`config.mk`:
```
export PLATFORM = sky130hd
export DESIGN_NAME = phase_scheduler
export DESIGN_NICKNAME = d
export VERILOG_FILES = /design/src/rtl/phase_scheduler.sv
export SDC_FILE = /design/constraint.sdc
export NUM_CORES = 1
export LEC_CHECK = 0
export BUFFER_PORTS_ARGS = -buffer_cell sky130_fd_sc_hd__buf_2
export CORE_ASPECT_RATIO = 0.8
export CORE_MARGIN = 3
export CORE_UTILIZATION = 50
export DETAILED_ROUTE_END_ITERATION = 8
export HOLD_SLACK_MARGIN = 0.1
export MAX_ROUTING_LAYER = met4
export PLACE_DENSITY = 0.77
export SYNTH_ARGS = -nofsm -noshare
export SYNTH_HDL_FRONTEND = slang
export SYNTH_SLANG_ARGS = --single-unit
```
`constraint.sdc`:
```
create_clock -name clk -period 3.7 [get_ports clk]
set_input_delay 0.37 -clock clk [delete_from_list [all_inputs] [get_ports clk]]
set_output_delay 0.37 -clock clk [all_outputs]
set_load 0.05 [all_outputs]
```
`src/rtl/phase_scheduler.sv`:
```
// Demand-driven round-robin phase scheduler: GREEN -> YELLOW -> ALL-RED over four
// signal groups, with minimum green, gap extension, maximum green and night flash.
module phase_scheduler #(
    parameter int CNT_W      = 11,
    parameter int ALLRED_LEN = 1
) (
    input  logic             clk,
    input  logic             rst,
    input  logic             tick_1s,
    input  logic             run,
    input  logic             night,
    input  logic [3:0]       req,
    input  logic [CNT_W-1:0] green_min,
    input  logic [CNT_W-1:0] green_max,
    input  logic [CNT_W-1:0] yellow_len,
    output logic [3:0]       grant,
    output logic             yellow,
    output logic             all_red,
    output logic             night_mode,
    output logic [1:0]       cur_phase,
    output logic [CNT_W-1:0] remaining,
    output logic             phase_start
);

    localparam logic [1:0] S_NIGHT  = 2'd0;
    localparam logic [1:0] S_GREEN  = 2'd1;
    localparam logic [1:0] S_YELLOW = 2'd2;
    localparam logic [1:0] S_ALLRED = 2'd3;

    localparam logic [CNT_W-1:0] ONE        = CNT_W'(1);
    localparam logic [CNT_W-1:0] ALL_ONES   = '1;
    localparam logic [CNT_W-1:0] ALLRED_CNT = CNT_W'(ALLRED_LEN);

    logic [1:0]       state_reg, state_next;
    logic [3:0]       grant_reg, grant_next;
    logic             yellow_reg, yellow_next;
    logic             all_red_reg, all_red_next;
    logic             night_mode_reg, night_mode_next;
    logic [1:0]       cur_phase_reg, cur_phase_next;
    logic [CNT_W-1:0] remaining_reg, remaining_next;
    logic             phase_start_reg, phase_start_next;
    logic [3:0]       pending_reg, pending_next;
    logic [1:0]       next_phase_reg, next_phase_next;
    logic [CNT_W-1:0] elapsed_reg, elapsed_next;
    logic [CNT_W-1:0] gmax_reg, gmax_next;
    logic             ext_flag_reg, ext_flag_next;

    logic [3:0]       cur_onehot;
    logic [2:0]       rot_pending;
    logic [1:0]       rr_phase;
    logic             other_pending;
    logic [CNT_W-1:0] green_len;
    logic [CNT_W-1:0] yellow_cnt;
    logic [CNT_W-1:0] elapsed_inc;
    logic [CNT_W:0]   elapsed_plus;
    logic             max_reached;
    logic             enter_green;
    logic [1:0]       green_phase;
    logic [3:0]       green_mask;

    // rot_pending[k] looks at phase cur+k+1, so the first set bit is the round-robin winner.
    genvar gi;
    generate
        for (gi = 0; gi < 4; gi++) begin : g_cur
            assign cur_onehot[gi] = (cur_phase_reg == 2'(gi));
        end
        for (gi = 0; gi < 3; gi++) begin : g_rot
            assign rot_pending[gi] = pending_reg[cur_phase_reg + 2'(gi + 1)];
        end
    endgenerate

    always_comb begin
        rr_phase = cur_phase_reg + 2'd3;
        if (rot_pending[0]) begin
            rr_phase = cur_phase_reg + 2'd1;
        end else if (rot_pending[1]) begin
            rr_phase = cur_phase_reg + 2'd2;
        end
    end

    assign other_pending = |(pending_reg & ~cur_onehot);
    assign green_len     = (green_min == '0) ? ONE : green_min;
    assign yellow_cnt    = (yellow_len == '0) ? ONE : yellow_len;
    assign elapsed_inc   = (elapsed_reg == ALL_ONES) ? elapsed_reg : elapsed_reg + ONE;
    assign elapsed_plus  = {1'b0, elapsed_reg} + (CNT_W + 1)'(1);
    assign max_reached   = (elapsed_plus >= {1'b0, gmax_reg});

    always_comb begin
        state_next       = state_reg;
        grant_next       = grant_reg;
        yellow_next      = yellow_reg;
        all_red_next     = all_red_reg;
        night_mode_next  = night_mode_reg;
        cur_phase_next   = cur_phase_reg;
        remaining_next   = remaining_reg;
        phase_start_next = 1'b0;
        next_phase_next  = next_phase_reg;
        elapsed_next     = elapsed_reg;
        gmax_next        = gmax_reg;
        ext_flag_next    = ext_flag_reg;
        enter_green      = 1'b0;
        green_phase      = next_phase_reg;

        if (night) begin
            state_next      = S_NIGHT;
            grant_next      = 4'b0000;
            yellow_next     = 1'b0;
            all_red_next    = 1'b0;
            night_mode_next = 1'b1;
            remaining_next  = '0;
            ext_flag_next   = 1'b0;
        end else if (run) begin
            case (state_reg)
                S_NIGHT: begin
                    next_phase_next = 2'd0;
                    if (ALLRED_LEN == 0) begin
                        enter_green = 1'b1;
                        green_phase = 2'd0;
                    end else begin
                        state_next      = S_ALLRED;
                        all_red_next    = 1'b1;
                        night_mode_next = 1'b0;
                        remaining_next  = ALLRED_CNT;
                    end
                end
                S_GREEN: begin
                    // A tick always clears the gap flag; a request on the same cycle is lost.
                    if (tick_1s) begin
                        ext_flag_next = 1'b0;
                        elapsed_next  = elapsed_inc;
                        if (remaining_reg > ONE) begin
                            remaining_next = remaining_reg - ONE;
                        end else if (other_pending && (!ext_flag_reg || max_reached)) begin
                            state_next      = S_YELLOW;
                            yellow_next     = 1'b1;
                            next_phase_next = rr_phase;
                            remaining_next  = yellow_cnt;
                        end
                    end else if (req[cur_phase_reg]) begin
                        ext_flag_next = 1'b1;
                    end
                end
                S_YELLOW: begin
                    if (tick_1s) begin
                        if (remaining_reg > ONE) begin
                            remaining_next = remaining_reg - ONE;
                        end else if (ALLRED_LEN == 0) begin
                            enter_green = 1'b1;
                        end else begin
                            state_next     = S_ALLRED;
                            grant_next     = 4'b0000;
                            yellow_next    = 1'b0;
                            all_red_next   = 1'b1;
                            remaining_next = ALLRED_CNT;
                        end
                    end
                end
                default: begin
                    if (tick_1s) begin
                        if (remaining_reg > ONE) begin
                            remaining_next = remaining_reg - ONE;
                        end else begin
                            enter_green = 1'b1;
                        end
                    end
                end
            endcase
        end

        if (enter_green) begin
            state_next       = S_GREEN;
            cur_phase_next   = green_phase;
            grant_next       = 4'b0001 << green_phase;
            yellow_next      = 1'b0;
            all_red_next     = 1'b0;
            night_mode_next  = 1'b0;
            remaining_next   = green_len;
            elapsed_next     = '0;
            gmax_next        = green_max;
            ext_flag_next    = 1'b0;
            phase_start_next = 1'b1;
        end
    end

    // Clearing on GREEN entry overrides a request arriving in the same cycle.
    assign green_mask   = enter_green ? (4'b0001 << green_phase) : 4'b0000;
    assign pending_next = (pending_reg | req) & ~green_mask;

    always_ff @(posedge clk) begin
        if (rst) begin
            state_reg       <= S_NIGHT;
            grant_reg       <= 4'b0000;
            yellow_reg      <= 1'b0;
            all_red_reg     <= 1'b0;
            night_mode_reg  <= 1'b1;
            cur_phase_reg   <= 2'd0;
            remaining_reg   <= '0;
            phase_start_reg <= 1'b0;
            pending_reg     <= 4'b0000;
            next_phase_reg  <= 2'd0;
            elapsed_reg     <= '0;
            gmax_reg        <= '0;
            ext_flag_reg    <= 1'b0;
        end else begin
            state_reg       <= state_next;
            grant_reg       <= grant_next;
            yellow_reg      <= yellow_next;
            all_red_reg     <= all_red_next;
            night_mode_reg  <= night_mode_next;
            cur_phase_reg   <= cur_phase_next;
            remaining_reg   <= remaining_next;
            phase_start_reg <= phase_start_next;
            pending_reg     <= pending_next;
            next_phase_reg  <= next_phase_next;
            elapsed_reg     <= elapsed_next;
            gmax_reg        <= gmax_next;
            ext_flag_reg    <= ext_flag_next;
        end
    end

    assign grant       = grant_reg;
    assign yellow      = yellow_reg;
    assign all_red     = all_red_reg;
    assign night_mode  = night_mode_reg;
    assign cur_phase   = cur_phase_reg;
    assign remaining   = remaining_reg;
    assign phase_start = phase_start_reg;

endmodule
```
# Yosys cells after proc, flatten, opt, wreduce, memory -nomap -nowiden
# Index checks and enable logic that the tools add are counted.
dict set report word_totals {
  regBits 52
  latchBits 0
  ram_bits 0
  mem_bits_ro 0
  input_bits 42
  output_inout_bits 21
  elab_cells 146
  n_memories 0
}
dict set report op_classes {
  n_addsub 6
  mul 0
  div_mod_pow 0
  order_cmp 5
  n_eq_ne 18
  n_shift 1
  muxes 62
  bitwise_logic 7
  n_reduce_logical 33
}
# op n
set op_table {}
lappend op_table {{$mux W11} 12}
lappend op_table {{$pmux W11 S3} 1}
lappend op_table {{$mux W4} 7}
lappend op_table {{$mux W1} 25}
lappend op_table {{$logic_not A11 Y1} 2}
lappend op_table {{$reduce_and A7 Y1} 3}
lappend op_table {{$mux W2} 10}
lappend op_table {{$ne A4 B4 Y1 const B} 5}
lappend op_table {{$reduce_bool A3 Y1} 5}
lappend op_table {{$add A11 B1 Y12 const B} 1}
lappend op_table {{$ge A12 B11 Y1} 1}
lappend op_table {{$reduce_and A6 Y1} 2}
lappend op_table {{$add A11 B1 Y11 const B} 1}
lappend op_table {{$eq A11 B11 Y1 const B} 1}
lappend op_table {{$gt A11 B1 Y1 const B} 1}
lappend op_table {{$sub A11 B1 Y11 const B} 1}
lappend op_table {{$ne A2 B2 Y1 const B} 5}
lappend op_table {{$lt A2 B3 Y1 const B} 3}
lappend op_table {{$and A4 B4 Y4} 2}
lappend op_table {{$not A4 Y4} 2}
lappend op_table {{$reduce_and A4 Y1} 2}
lappend op_table {{$reduce_bool A2 Y1} 4}
lappend op_table {{$bmux W1 S2} 3}
lappend op_table {{$eq A2 B2 Y1 const B} 3}
lappend op_table {{24 further kinds} 30}

# Logic depth before layout (Yosys ltp)
dict set report depth {
  word_depth 12
  depth_mapped 13
}

# Worst setup path before layout
# OpenSTA, ideal clock, no wires.
dict set report synth_path {
  path_kind {register to register}
  start {register elapsed_reg[0]}
  end {register remaining_reg[0] (netlist: remaining[0])}
  setup_time_ns 0.096
  t_arrival_ns 3.206
  setup_slack_ns 0.398
  stages_incl_launch_ff 14
  path_buffers 2
  synth_period_minus_slack_ns 3.302
  path_cell_list {dfxtp_1 -> ha_1 -> nand3_1 -> nor4_1 -> xor2_1 -> ha_1 -> and3_1 -> o211ai_1 -> o31a_1 -> o2111a_1 -> buf_6 -> or2_4 -> buf_6 -> o41ai_2}
}
dict set report synth_between {
  elab_chain_len 6
}
# element line
set synth_lines {}
lappend synth_lines {{start, declared} 44} ;# logic [CNT_W-1:0] elapsed_reg, elapsed_next;
lappend synth_lines {{start signal, assigned} 215} ;# elapsed_reg <= elapsed_next;
lappend synth_lines {{$add A11 B1 Y12} 85} ;# assign elapsed_plus = {1'b0, elapsed_reg} + (CNT_W + 1)'(1);
lappend synth_lines {{via elapsed_plus[10]} 55} ;# logic [CNT_W:0] elapsed_plus;
lappend synth_lines {{$ge A12 B11 Y1} 86} ;# assign max_reached = (elapsed_plus >= {1'b0, gmax_reg});
lappend synth_lines {{$logic_or A1 B1 Y1} 133} ;# end else if (other_pending && (!ext_flag_reg || max_reached)) begin
lappend synth_lines {{$logic_and A1 B1 Y1} 133}
lappend synth_lines {{$ne A5 B5 Y1 (no source line)} -}
lappend synth_lines {{$reduce_and A6 Y1 (no source line)} -}
lappend synth_lines {{end signal, assigned} 211} ;# remaining_reg <= remaining_next;
lappend synth_lines {{end, declared} 40} ;# logic [CNT_W-1:0] remaining_reg, remaining_next;
# The timed path passes the listed nets, and every way through them passes these cells.
# A chain may end at the register's enable or synchronous reset.

# Final worst setup path
dict set report layout_path {
  start {register elapsed_reg[0]}
  end {register remaining_reg[8] (netlist: remaining[8])}
}
# Same word-level chain as after synthesis.

==> summary.txt <==
Fin crit share = 91.3%
Die Wd = 97.9 um
End of the worst hold path = gmax_reg[4]
Seq/Total Area, Yosys = 30.8%
Min-delay src = green_max[4]
Total wire length = 9020 um
Fin crit period = 3.38 ns
IO buf count = 62
Run status = finished, final reports clean
Final setup viols = 0
Synth-to-layout area growth = 13.1%
Setup TNS Final = 0 ns
Clock Latency Late Sink = 0.31 ns
EDFF count, synth = 0
CTS root buffer = clkbuf_8
CP Launch Type = flop
GRT Residual Overflow = 0
Die area = 7790 um^2
PostCTS Resize Cnt = 0
Worst r2r src = elapsed_reg[0]
R2R Setup Slk = 0.32 ns
Die H = 79.5 um
Commonest non-fill, non-tap cell in the layout = buf_2
CTS tree = done
Post-DR vias/cell = 6.07
Unique masters post-synth = 77
First-pass detailed-route iteration total = 5
R2R cell count = 12
Max Cap Violations = 0
Seq cells post-synth = 52
Reg area = 1040 um^2
Critical setup path kind = flop to flop
Worst Slack Setup Final = 0.321 ns
Core footprint = 6470 um^2
Final ANT Viol Nets = 0
Initial antenna violation count = 0
R2R Path End = remaining[8]
Setup WS pre-CTS = 0.391 ns
Fin nets = 527
Worst slew pin tran = 0.939 ns
Layout cell share with drive strength beyond 1 = 21.1%
CP max stage cell = nor4_1
Hold_buf cts = 0
Final max-slew violation count = 0
Hold-critical path depth = 3
Max frequency = 0.296 GHz
Worst-path clk slew = 0.10 ns
Effective utilization at floorplan = 52.2%
Commonest non-fill, non-tap cells in the layout = buf_2, dfxtp_1, nand2_1
Tot GR Track Use = 23.9%
Crit path arrival time = 3.56 ns
Num rows = 26
Setup Buffers After CTS = 0
Cell mode on critical path = ha_1
CTS Buf Count = 5
Multi-input logic area = 2150 um^2
Pwr dens = 346 nW/um^2
Relative max-transition margin = 37.0%
ANT cells = 0
Syn nets = 471
Mean Syn Cell Area = 8.30 um^2
Fill cells = 568
Post-DP HPWL = 7010 um
Maximum VDD drop = 0.214 mV
Peak per-stage delay on the critical path = 0.48 ns
Syn Inst Count = 407
Worst-path cell chain = ha_1 -> nand3_1 -> nor4_1 -> xor2_1 -> ha_1 -> and3_1 -> o211ai_1 -> o31a_1 -> o2111a_1 -> buf_4 -> o311ai_0 -> o31ai_1
Post-Syn Area = 3380 um^2
Largest net degree at the start of global routing = 24
CTS max path bufs = 2
Worst Setup End Kind = flop
Ys async rst share = 0%
CP Launch Point = elapsed_reg[0]
Crit path required time = 3.88 ns
P_leak = 1.59 nW
Htree depth = 2
DR WL/cell = 16.5 um
First-pass GRT wire length = 14900 um
IO Count = 63
DR iter-0 viols = 328
Remaining DRCs = 0
Unrepaired setup endpoints after global routing = false
Hold crit path type = primary input to flop
Clk_skew = 0.0139 ns
Crit-path max FO = 9
Via count = 3327
Final Wtd Congestion = 0.914
Ys Warns = 0
Clk sinks = 52
Main synth FF type = dfxtp_1
Number of global-route vias before repair = 3020
Count of final hold-check violations = 0
worst max path at each step:
stage	to	cells past startpoint
6_report	remaining[8]	12
4_1_cts	remaining[7]	12
5_1_grt	green_phase[0]	11
3_5_place_dp	remaining[7]	12
2_1_floorplan	remaining[0]	13
3_3_place_gp	remaining[8]	12
synth_stat cells (5+ instances only):
| cell | count | area, um^2 |
|---|---|---|
| nor3_1 | 13 | 65.1 |
| nand3_1 | 9 | 45.0 |
| o31ai_1 | 9 | 67.6 |
| nand2_1 | 49 | 184 |
| a21oi_1 | 16 | 80.1 |
| xnor2_1 | 8 | 70.1 |
| nor2_1 | 36 | 135 |
| o21ai_0 | 22 | 110 |
| nand2b_1 | 6 | 37.5 |
| ha_1 | 22 | 275 |
| xor2_1 | 12 | 105 |
| a221oi_1 | 7 | 61.3 |
| inv_1 | 26 | 97.6 |
| nor4_1 | 9 | 56.3 |
| clkbuf_1 | 7 | 26.3 |
| dfxtp_1 | 52 | 1040 |
| a211oi_1 | 5 | 37.5 |
final cells by class:
cell class              instances  area share, %
inverters                      27           2.65
clock buffers                   5           1.80
well taps                      84           2.75
multi-input cells             312           56.3
clock inverters                 3          0.589
repair buffers                 65           8.71
flip-flops and latches         52           27.2
stage by stage:
stage / util, % / hold slack, ns / std cells / power (mW) / instance area, um^2
floorplan: - / 0.453 / 407 / 0.899 / 3380
finish: 59.0 / 0.250 / 548 / 1.32 / 3820
global route: 59.0 / 0.239 / 548 / 1.40 / 3820
CTS: 59.0 / 0.243 / 548 / 1.33 / 3820
detailed placement: 57.6 / 0.438 / 540 / 0.998 / 3730
global placement: 57.6 / 0.430 / 540 / 0.993 / 3730
critical path, delay by kind of cell, from the launching register on:
family / cells / cell delay [ns]
compound gates: 5 / 1.06
xor+xnor: 1 / 0.12
fa+ha+maj: 2 / 0.56
buf+inv: 1 / 0.18
flops: 1 / 0.44
simple gates: 3 / 0.87
logic make-up (layout without fill, tap and decap cells):
family	count (synthesis)	in the layout	share of synthesized area (%)
mux	5	5	1.93
xor+xnor	20	20	5.18
simple gates	157	157	24.4
compound gates	108	108	23.9
flops	52	52	30.8
buf+inv	43	100	5.59
fa+ha+maj	22	22	8.15
power breakdown:
part	total, mW	switching (mW)	internal, mW
Combinational	0.395	0.258	0.137
Clock	0.327	0.191	0.136
Sequential	0.599	0.0232	0.576
Total	1.32	0.473	0.849
per-layer routing:
metal  track usage (%)  vias up  wire length (um)
met3              4.54       13               809
met5                 -        -                 0
li1                  -     1608                 -
met2              33.8      175              3800
met4              4.56        0                72
met1              35.3     1531              4340
No activity file was read; power rests on OpenSTA's default activity.
